**config.mk**
```make
export PLATFORM = sky130hd
export DESIGN_NAME = warmboot_sequencer
export DESIGN_NICKNAME = d
export VERILOG_FILES = /design/src/rtl/warmboot_sequencer_pkg.sv /design/src/rtl/warmboot_sequencer_tick_prescaler.sv /design/src/rtl/warmboot_sequencer.sv
export SDC_FILE = /design/constraint.sdc
export NUM_CORES = 1
export LEC_CHECK = 0
export ABC_AREA = 1
export CAP_MARGIN = 20
export CORE_MARGIN = 2
export CORE_UTILIZATION = 52
export CTS_BUF_LIST = sky130_fd_sc_hd__clkbuf_8 sky130_fd_sc_hd__clkbuf_16
export DETAILED_ROUTE_END_ITERATION = 6
export GPL_TIMING_DRIVEN = 1
export PLACE_DENSITY = 0.75
export SYNTH_ARGS = -nofsm -noshare
export SYNTH_HDL_FRONTEND = slang
export SYNTH_SLANG_ARGS = --single-unit
```
**constraint.sdc**
```tcl
create_clock -name clock -period 1.4 [get_ports clock]
set_input_delay 0.35 -clock clock [delete_from_list [all_inputs] [get_ports clock]]
set_output_delay 0.35 -clock clock [all_outputs]
set_load 0.01 [all_outputs]
```
**src/rtl/warmboot_sequencer_pkg.sv**
```systemverilog
// Shared definitions for the warm-boot sequencer: FSM state encoding and
// image-select sizing.
package warmboot_sequencer_pkg;

    // Width of the {S1,S0} image select.
    localparam int IMG_W      = 2;
    // The warm-boot primitive addresses at most four images.
    localparam int MAX_IMAGES = 4;

    typedef enum logic [1:0] {
        ST_IDLE  = 2'd0,
        ST_SETUP = 2'd1,
        ST_BOOT  = 2'd2,
        ST_DONE  = 2'd3
    } state_t;

endpackage

```
**src/rtl/warmboot_sequencer_tick_prescaler.sv**
```systemverilog
// Free-running prescaler. While enabled it counts every clock and emits a
// one-cycle tick on the all-ones count, so the tick rate is one per
// 2^PRESCALE_W clocks. While disabled the count is frozen and no tick occurs.
module tick_prescaler
    import warmboot_sequencer_pkg::*;
#(
    parameter int PRESCALE_W = 22
) (
    input  logic clock,
    input  logic reset_n,
    input  logic en_i,
    output logic tick_o
);

    logic [PRESCALE_W-1:0] cnt_q;
    logic [PRESCALE_W-1:0] cnt_d;

    // Advance the count only while enabled; the all-ones count wraps to zero.
    always_comb begin
        cnt_d = cnt_q;
        if (en_i) begin
            cnt_d = cnt_q + PRESCALE_W'(1);
        end
    end

    // Count register with synchronous active-low reset.
    always_ff @(posedge clock) begin
        if (!reset_n) begin
            cnt_q <= '0;
        end else begin
            cnt_q <= cnt_d;
        end
    end

    assign tick_o = en_i & (&cnt_q);

endmodule

```
**src/rtl/warmboot_sequencer.sv**
```systemverilog
// Warm-boot sequencer: prescaled LED progress counter, selectable target
// image and a boot FSM driving the iCE40 warm-boot pins (BOOT, S1, S0).
// Define WARMBOOT_PRIM_EN to instantiate SB_WARMBOOT inside this block;
// otherwise boot/sel are only exported for the parent to consume.
module warmboot_sequencer
    import warmboot_sequencer_pkg::*;
#(
    parameter int PRESCALE_W     = 22,
    parameter int LED_W          = 5,
    parameter int NUM_IMAGES     = 4,
    parameter int NEXT_IMAGE_DEF = 1,
    parameter int AUTO_BOOT      = 1,
    parameter int SETUP_CYC      = 2,
    parameter int BOOT_HOLD      = 4
) (
    input  logic             clock,
    input  logic             reset_n,
    input  logic             boot_req,
    input  logic [IMG_W-1:0] image_req,
    input  logic             image_req_valid,
    output logic [LED_W-1:0] led,
    output logic [IMG_W-1:0] sel,
    output logic             boot,
    output logic             busy,
    output logic             req_err
);

    localparam int       HOLD_MAX  = (SETUP_CYC > BOOT_HOLD) ? SETUP_CYC : BOOT_HOLD;
    localparam int       CNT_W     = $clog2(HOLD_MAX + 1);
    localparam logic     AUTO_EN   = (AUTO_BOOT != 0);
    localparam logic [2:0] NUM_IMG_L = 3'(NUM_IMAGES);

    state_t             state_q;
    state_t             state_d;
    logic [CNT_W-1:0]   cnt_q;
    logic [CNT_W-1:0]   cnt_d;
    logic [LED_W-1:0]   led_q;
    logic [LED_W-1:0]   led_d;
    logic [IMG_W-1:0]   sel_q;
    logic [IMG_W-1:0]   sel_d;
    logic               boot_q;
    logic               boot_d;
    logic               busy_q;
    logic               busy_d;
    logic               req_err_q;
    logic               req_err_d;
    logic               boot_req_q;

    logic               idle;
    logic               tick;
    logic               wrap;
    logic               rise;
    logic               trig;
    logic               img_ok;

    assign idle   = (state_q == ST_IDLE);
    assign rise   = boot_req & ~boot_req_q;
    assign wrap   = tick & (&led_q);
    assign trig   = idle & (rise | (AUTO_EN & wrap));
    assign img_ok = ({1'b0, image_req} < NUM_IMG_L);

    tick_prescaler #(
        .PRESCALE_W (PRESCALE_W)
    ) u_prescaler (
        .clock   (clock),
        .reset_n (reset_n),
        .en_i    (idle),
        .tick_o  (tick)
    );

    // LED progress and image select; both are frozen outside IDLE.
    always_comb begin
        led_d     = led_q;
        sel_d     = sel_q;
        req_err_d = 1'b0;
        if (tick) begin
            led_d = led_q + LED_W'(1);
        end
        if (idle && image_req_valid) begin
            if (img_ok) begin
                sel_d = image_req;
            end else begin
                req_err_d = 1'b1;
            end
        end
    end

    // Datapath registers and the boot_req edge detector.
    always_ff @(posedge clock) begin
        if (!reset_n) begin
            led_q      <= '0;
            sel_q      <= IMG_W'(NEXT_IMAGE_DEF);
            req_err_q  <= 1'b0;
            boot_req_q <= 1'b0;
        end else begin
            led_q      <= led_d;
            sel_q      <= sel_d;
            req_err_q  <= req_err_d;
            boot_req_q <= boot_req;
        end
    end

    // FSM state register, phase counter and registered FSM outputs.
    always_ff @(posedge clock) begin
        if (!reset_n) begin
            state_q <= ST_IDLE;
            cnt_q   <= '0;
            boot_q  <= 1'b0;
            busy_q  <= 1'b0;
        end else begin
            state_q <= state_d;
            cnt_q   <= cnt_d;
            boot_q  <= boot_d;
            busy_q  <= busy_d;
        end
    end

    // Next-state logic. SETUP counts SETUP_CYC..0 so boot rises SETUP_CYC+1
    // edges after the trigger edge; BOOT counts BOOT_HOLD-1..0.
    always_comb begin
        state_d = state_q;
        cnt_d   = cnt_q;
        unique case (state_q)
            ST_IDLE: begin
                if (trig) begin
                    state_d = ST_SETUP;
                    cnt_d   = CNT_W'(SETUP_CYC);
                end
            end
            ST_SETUP: begin
                if (cnt_q == '0) begin
                    state_d = ST_BOOT;
                    cnt_d   = CNT_W'(BOOT_HOLD - 1);
                end else begin
                    cnt_d = cnt_q - CNT_W'(1);
                end
            end
            ST_BOOT: begin
                if (cnt_q == '0) begin
                    state_d = ST_DONE;
                end else begin
                    cnt_d = cnt_q - CNT_W'(1);
                end
            end
            ST_DONE: begin
                state_d = ST_DONE;
            end
            default: begin
                state_d = ST_IDLE;
            end
        endcase
    end

    // Output decode from the next state, registered in the state process.
    always_comb begin
        boot_d = (state_d == ST_BOOT) || (state_d == ST_DONE);
        busy_d = (state_d != ST_IDLE);
    end

    assign led     = led_q;
    assign sel     = sel_q;
    assign boot    = boot_q;
    assign busy    = busy_q;
    assign req_err = req_err_q;

`ifdef WARMBOOT_PRIM_EN
    SB_WARMBOOT u_warmboot (
        .BOOT (boot_q),
        .S1   (sel_q[1]),
        .S0   (sel_q[0])
    );
`else
    // No primitive: the parent consumes boot and sel directly.
`endif

endmodule
```
; ---- Word-level counts from Yosys, hierarchy flattened
; Cells that the tools add are included.
[totals]
output_inout_bits = 10
regBits = 37
elab_cells = 41
[op_classes]
bitwise = 6
addsub = 3
eq_ne = 7
reduce_logical = 9
mux = 8
[op_table]
columns = cell, n
row1 = "22-bit by 1-bit adder with 22-bit output, second input constant", 1
row2 = 22-bit AND reduction, 1
row3 = 3-bit 2-to-1 mux, 3
row4 = 3-bit case mux with 3 select lines, 1
row5 = "2-bit == test, second input constant", 4
row6 = 2-bit case mux with 4 select lines, 1
row7 = 2-bit 2-to-1 mux, 3
row8 = "5-bit by 1-bit adder with 5-bit output, second input constant", 1
row9 = 5-bit AND reduction, 1
row10 = 1-bit bitwise AND, 4
row11 = 3-bit zero test, 1
row12 = 3-bit AND reduction, 1
row13 = 3-bit nonzero test, 1
row14 = "3-bit by 1-bit subtractor with 3-bit output, second input constant", 1
row15 = "2-bit by 1-bit == test with 1-bit output, second input constant", 1
row16 = 2-bit zero test, 1
row17 = "2-bit by 1-bit inequality test with 1-bit output, second input constant", 1
row18 = "2-bit inequality test, second input constant", 1
row19 = 2-bit nonzero test, 1
row20 = 1-bit logical AND, 1
row21 = 1-bit logical OR, 1
row22 = 1-bit inverter, 1
row23 = 1-bit OR, 1

; ---- Depth between registers and ports, before layout
[depth]
depth_word = 9
depth_mapped = 13

; ---- By module
; From an unflattened synthesis, not the netlist that was laid out.
[hier_totals]
hier_cells = 283
area_unflattened_um2 = 1946.9
[by_module_without_submodules]
columns = mod, seq_area_each_um2, area_each_um2, n_inst, cells_each
row1 = tick_prescaler, 440.4, 1121.1, 1, 169
row2 = warmboot_sequencer, 280.3, 825.8, 1, 114

; ---- Worst setup path after synthesis
; OpenSTA, ideal clock, no wires.
[synth_timing]
path_kind = register to register
from = reg state_q[1]
to = reg u_prescaler.cnt_q[21]
n_path_buf = 1
arrival_ns = 1.439
slack_ns = -0.152
required_ns = 1.287
path_stages_with_launch = 13
setup_ns = 0.113
cell_sequence = dfxtp_1 > inv_1 > ha_1 > buf_6 > nand2_4 > nor2_4 > nand3_1 > inv_1 > nand2_2 > nor3_1 > nand2_1 > nand2_1 > nor2_1
[synth_between]
elab_chain_cells = 1
[synth_rtl]
columns = item, line_no
row1 = start: declaration, warmboot_sequencer.sv:33  ; state_t state_q;
row2 = start signal: assignment, warmboot_sequencer.sv:111  ; state_q <= state_d;
row3 = 2-bit zero test, warmboot_sequencer.sv:56  ; assign idle = (state_q == ST_IDLE);
row4 = end signal: assignment, warmboot_sequencer_tick_prescaler.sv:31  ; cnt_q <= cnt_d;
row5 = end: declaration, warmboot_sequencer_tick_prescaler.sv:15  ; logic [PRESCALE_W-1:0] cnt_q;
; Every way passes these cells.
; A chain may end at the register's enable or synchronous reset.

; ---- Final worst setup path
[layout_timing]
from = reg led_q[0] (netlist: led[0])
to = reg cnt_q[1]
[layout_between]
elab_chain_cells = 6
[layout_rtl]
columns = item, line_no
row1 = start: declaration, warmboot_sequencer.sv:37  ; logic [LED_W-1:0] led_q;
row2 = start signal: assignment, warmboot_sequencer.sv:96  ; led_q <= led_d;
row3 = 5-bit AND reduction, warmboot_sequencer.sv:58  ; assign wrap = tick & (&led_q);
row4 = 1-bit bitwise AND, warmboot_sequencer.sv:58
row5 = 1-bit OR, warmboot_sequencer.sv:59  ; assign trig = idle & (rise | (AUTO_EN & wrap));
row6 = 1-bit bitwise AND, warmboot_sequencer.sv:59
row7 = 2-bit by 1-bit inequality test with 1-bit output (no line), -
row8 = 3-bit AND reduction (no line), -
row9 = end signal: assignment, warmboot_sequencer.sv:112  ; cnt_q <= cnt_d;
row10 = end: declaration, warmboot_sequencer.sv:35  ; logic [CNT_W-1:0] cnt_q;
; Every way passes these cells.

==> out/qor.txt <==
Synth top area share -> 0.379
Via density -> 4.99
CTS Sinks -> 37
Chip width -> 65.3 um
Post-layout utilization of the core -> 0.748
Setup-failing EPs final -> 13
Dpl hpwl -> 2990 um
Initial cell density of the core -> 0.538
Initial antenna violation count -> 0
Initial DRC Count -> 65
Final Max Tran Viols -> 0
Run status -> complete, but fails checks
Antenna-violating nets left -> 0
Vias -> 1,887
Reg-to-reg startpoint -> led[0]
Maximum VDD drop -> 0.720 mV
Place WS -> -0.119 ns
Inst Count DP -> 361
Seq/Total Area, Yosys -> 0.379
Commonest non-fill, non-tap cell in the layout -> nand2_1
F_max -> 672 MHz
Critical path's largest stage delay -> 0.36 ns
Synth cell types -> 31
N_diodes -> 0
Hold Path Depth -> 2
Minimum clock period -> 1.49 ns
Worst Hold Class -> reg -> reg
Post-synth top area cell -> dfxtp_1
Max cap viols -> 0
Nets -> 344
DRC -> 0
CP Cell Sequence -> ha_1 > inv_1 > nor3_2 > ha_2 > nand3_4 > nand2_4 > nand3_2 > nand2_1 > nor2_1
Failing checks -> setup timing
Clk_lat worst skew -> 0.29 ns
Post-synth EDFFs -> 0
#FFs+latches synth -> 37
Final Hold Viols -> 0
TritonCTS clock tree -> done
Req. time, crit path -> 1.58 ns
Syn-to-layout area delta -> 39.0%
Final setup margin -> -0.0876 ns
Clock buffer depth -> 2
Layout Cells excl Fill -> 378
Clock-pin transition on the worst setup and hold timing paths -> 0.08 ns
Synth area leaders -> dfxtp_1 (38%), nand2_1 (10%), inv_1 (7.9%), nor2_1 (7.9%), ha_1 (5.8%)
Top Ports -> 16
Final TNS setup -> -0.614 ns
Critical Setup Path Class -> reg -> reg
WP data arrival -> 1.67 ns
Core ar. -> 0.00363 sq mm
Htree depth -> 2
DIE AREA -> 0.00426 sq mm
Primary FF master, synth -> dfxtp_1
Die height -> 65.3 um
Routed wire per std cell -> 11.6 um
Fillcell total -> 280
Crit path launch type -> flop
I/O Buffers -> 14
Worst path slowest cell -> dfxtp_1
Synth Area per Inst -> 7.11 sq um
Post-route clock period utilization -> 1.06
Post-Synthesis Cells -> 275
WL final -> 4370 um
Root Driver -> clkbuf_8
First-pass GRT wire length -> 7130 um
Largest net degree at the start of global routing -> 16
FP Rows -> 22
DRT Pass-1 Iters -> 4
Final Skew -> 0.00871 ns
Share of cells above drive strength 1 -> 0.345
Worst setup EP type -> flop
CP startpoint -> led[0]
Synth async-reset ratio -> 0
CP Max Fanout -> 6
Power density over the cells -> 983 mW/mm^2
CTS Buf Count -> 5
Worst hold start -> sel[0]
GRT Total Usage -> 0.216
Number of global-route vias before repair -> 1,764
Warnings from Yosys -> 0
Most frequent cells in the layout -> nand2_1 (46), inv_1 (36), nor2_1 (35), buf_4 (35), dfxtp_1 (28)
Leakage -> 1.22 nW
Synthesized area -> 0.00195 sq mm
Syn_nets -> 290
GPL Wtd Cong -> 0.867
Remaining Overflow, GRT -> 0
Worst reg2reg path depth -> 9
RSZ-0062 raised after global routing -> yes
-- final timing paths --
| check | end | slack [ns] |
|---|---|---|
| hold / removal | sel[0] | 0.48 |
| setup reg to reg | cnt_q[1] | -0.09 |
| setup / recovery | cnt_q[1] | -0.09 |
| hold reg to reg | sel[0] | 0.48 |
-- timing repair --
action,in CTS,in global routing
hold endpoints to repair,0,0
hold buffers,0,0
pin swaps,13,21
setup endpoints to repair,25,28
gates resized for setup,27,42
setup buffers,5,4
-- critical path: cells and delay by family, from the launching register on --
kind / cells / cell delay [ns]
simple gates: 6 / 0.51
fa+ha+maj: 2 / 0.42
buf+inv: 1 / 0.09
flops: 1 / 0.36
-- routing by layer --
metal / part of all wire / GRT usage / vias up
met4: 0.026 / 0.0964 / 0
met2: 0.50 / 0.383 / 24
li1: - / - / 976
met1: 0.44 / 0.237 / 877
met3: 0.028 / 0.0651 / 10
met5: 0 / 0 / -
-- power breakdown --
group	internal (mW)	switching [mW]	leakage, nW
combinational	0.362	0.415	0.870
sequential	1.14	0.0499	0.305
clock	0.337	0.369	0.0491
total	1.84	0.834	1.22
-- logic make-up (layout without fill, tap and decap cells) --
group / count (synthesis) / in the layout / synth area share
AO/OA/AOI/OAI: 37 / 37 / 0.103
other: 1 / 1 / 0.00192
buffers and inverters: 48 / 103 / 0.0992
adder cells (fa/ha/maj): 9 / 9 / 0.0576
XOR/XNOR: 6 / 6 / 0.0269
flip-flops: 37 / 37 / 0.379
AND/OR/NAND/NOR: 137 / 137 / 0.332
-- state kept, by name (all words and copies together), names as in the netlist --
register / count
boot: 1
boot_req_q: 1
busy: 1
cnt_q: 3
led: 5
sel: 2
state_q: 2
u_prescaler.cnt_q: 22
-- synth_stat cells (all sizes together), types with 3 or more instances --
| library cell | count |
|---|---|
| nand2 | 59 |
| nor2 | 47 |
| inv | 42 |
| dfxtp | 37 |
| a21oi | 16 |
| nand3 | 16 |
| o21ai | 14 |
| nor3 | 11 |
| ha | 9 |
| xor2 | 6 |
| buf | 3 |
-- layout make-up --
class / count / area [sq um] / area share
Clock buffer: 5 / 68.8 / 0.0253
Clock inverter: 3 / 13.8 / 0.00507
Inverter: 43 / 169 / 0.0622
Multi-Input combinational cell: 190 / 1220 / 0.450
Sequential cell: 37 / 754 / 0.278
Tap cell: 48 / 60.1 / 0.0221
Timing Repair Buffer: 52 / 427 / 0.157
-- through the flow --
stage               instance area, sq um  hold slack, ns  total power, mW
floorplan                           2010           0.443             1.64
global placement                    2400           0.458             1.90
detailed placement                  2400           0.472             1.91
CTS                                 2570           0.483             2.65
global route                        2720           0.517             2.83
finish                              2720           0.479             2.67
Power figures use the tool's default switching activity.
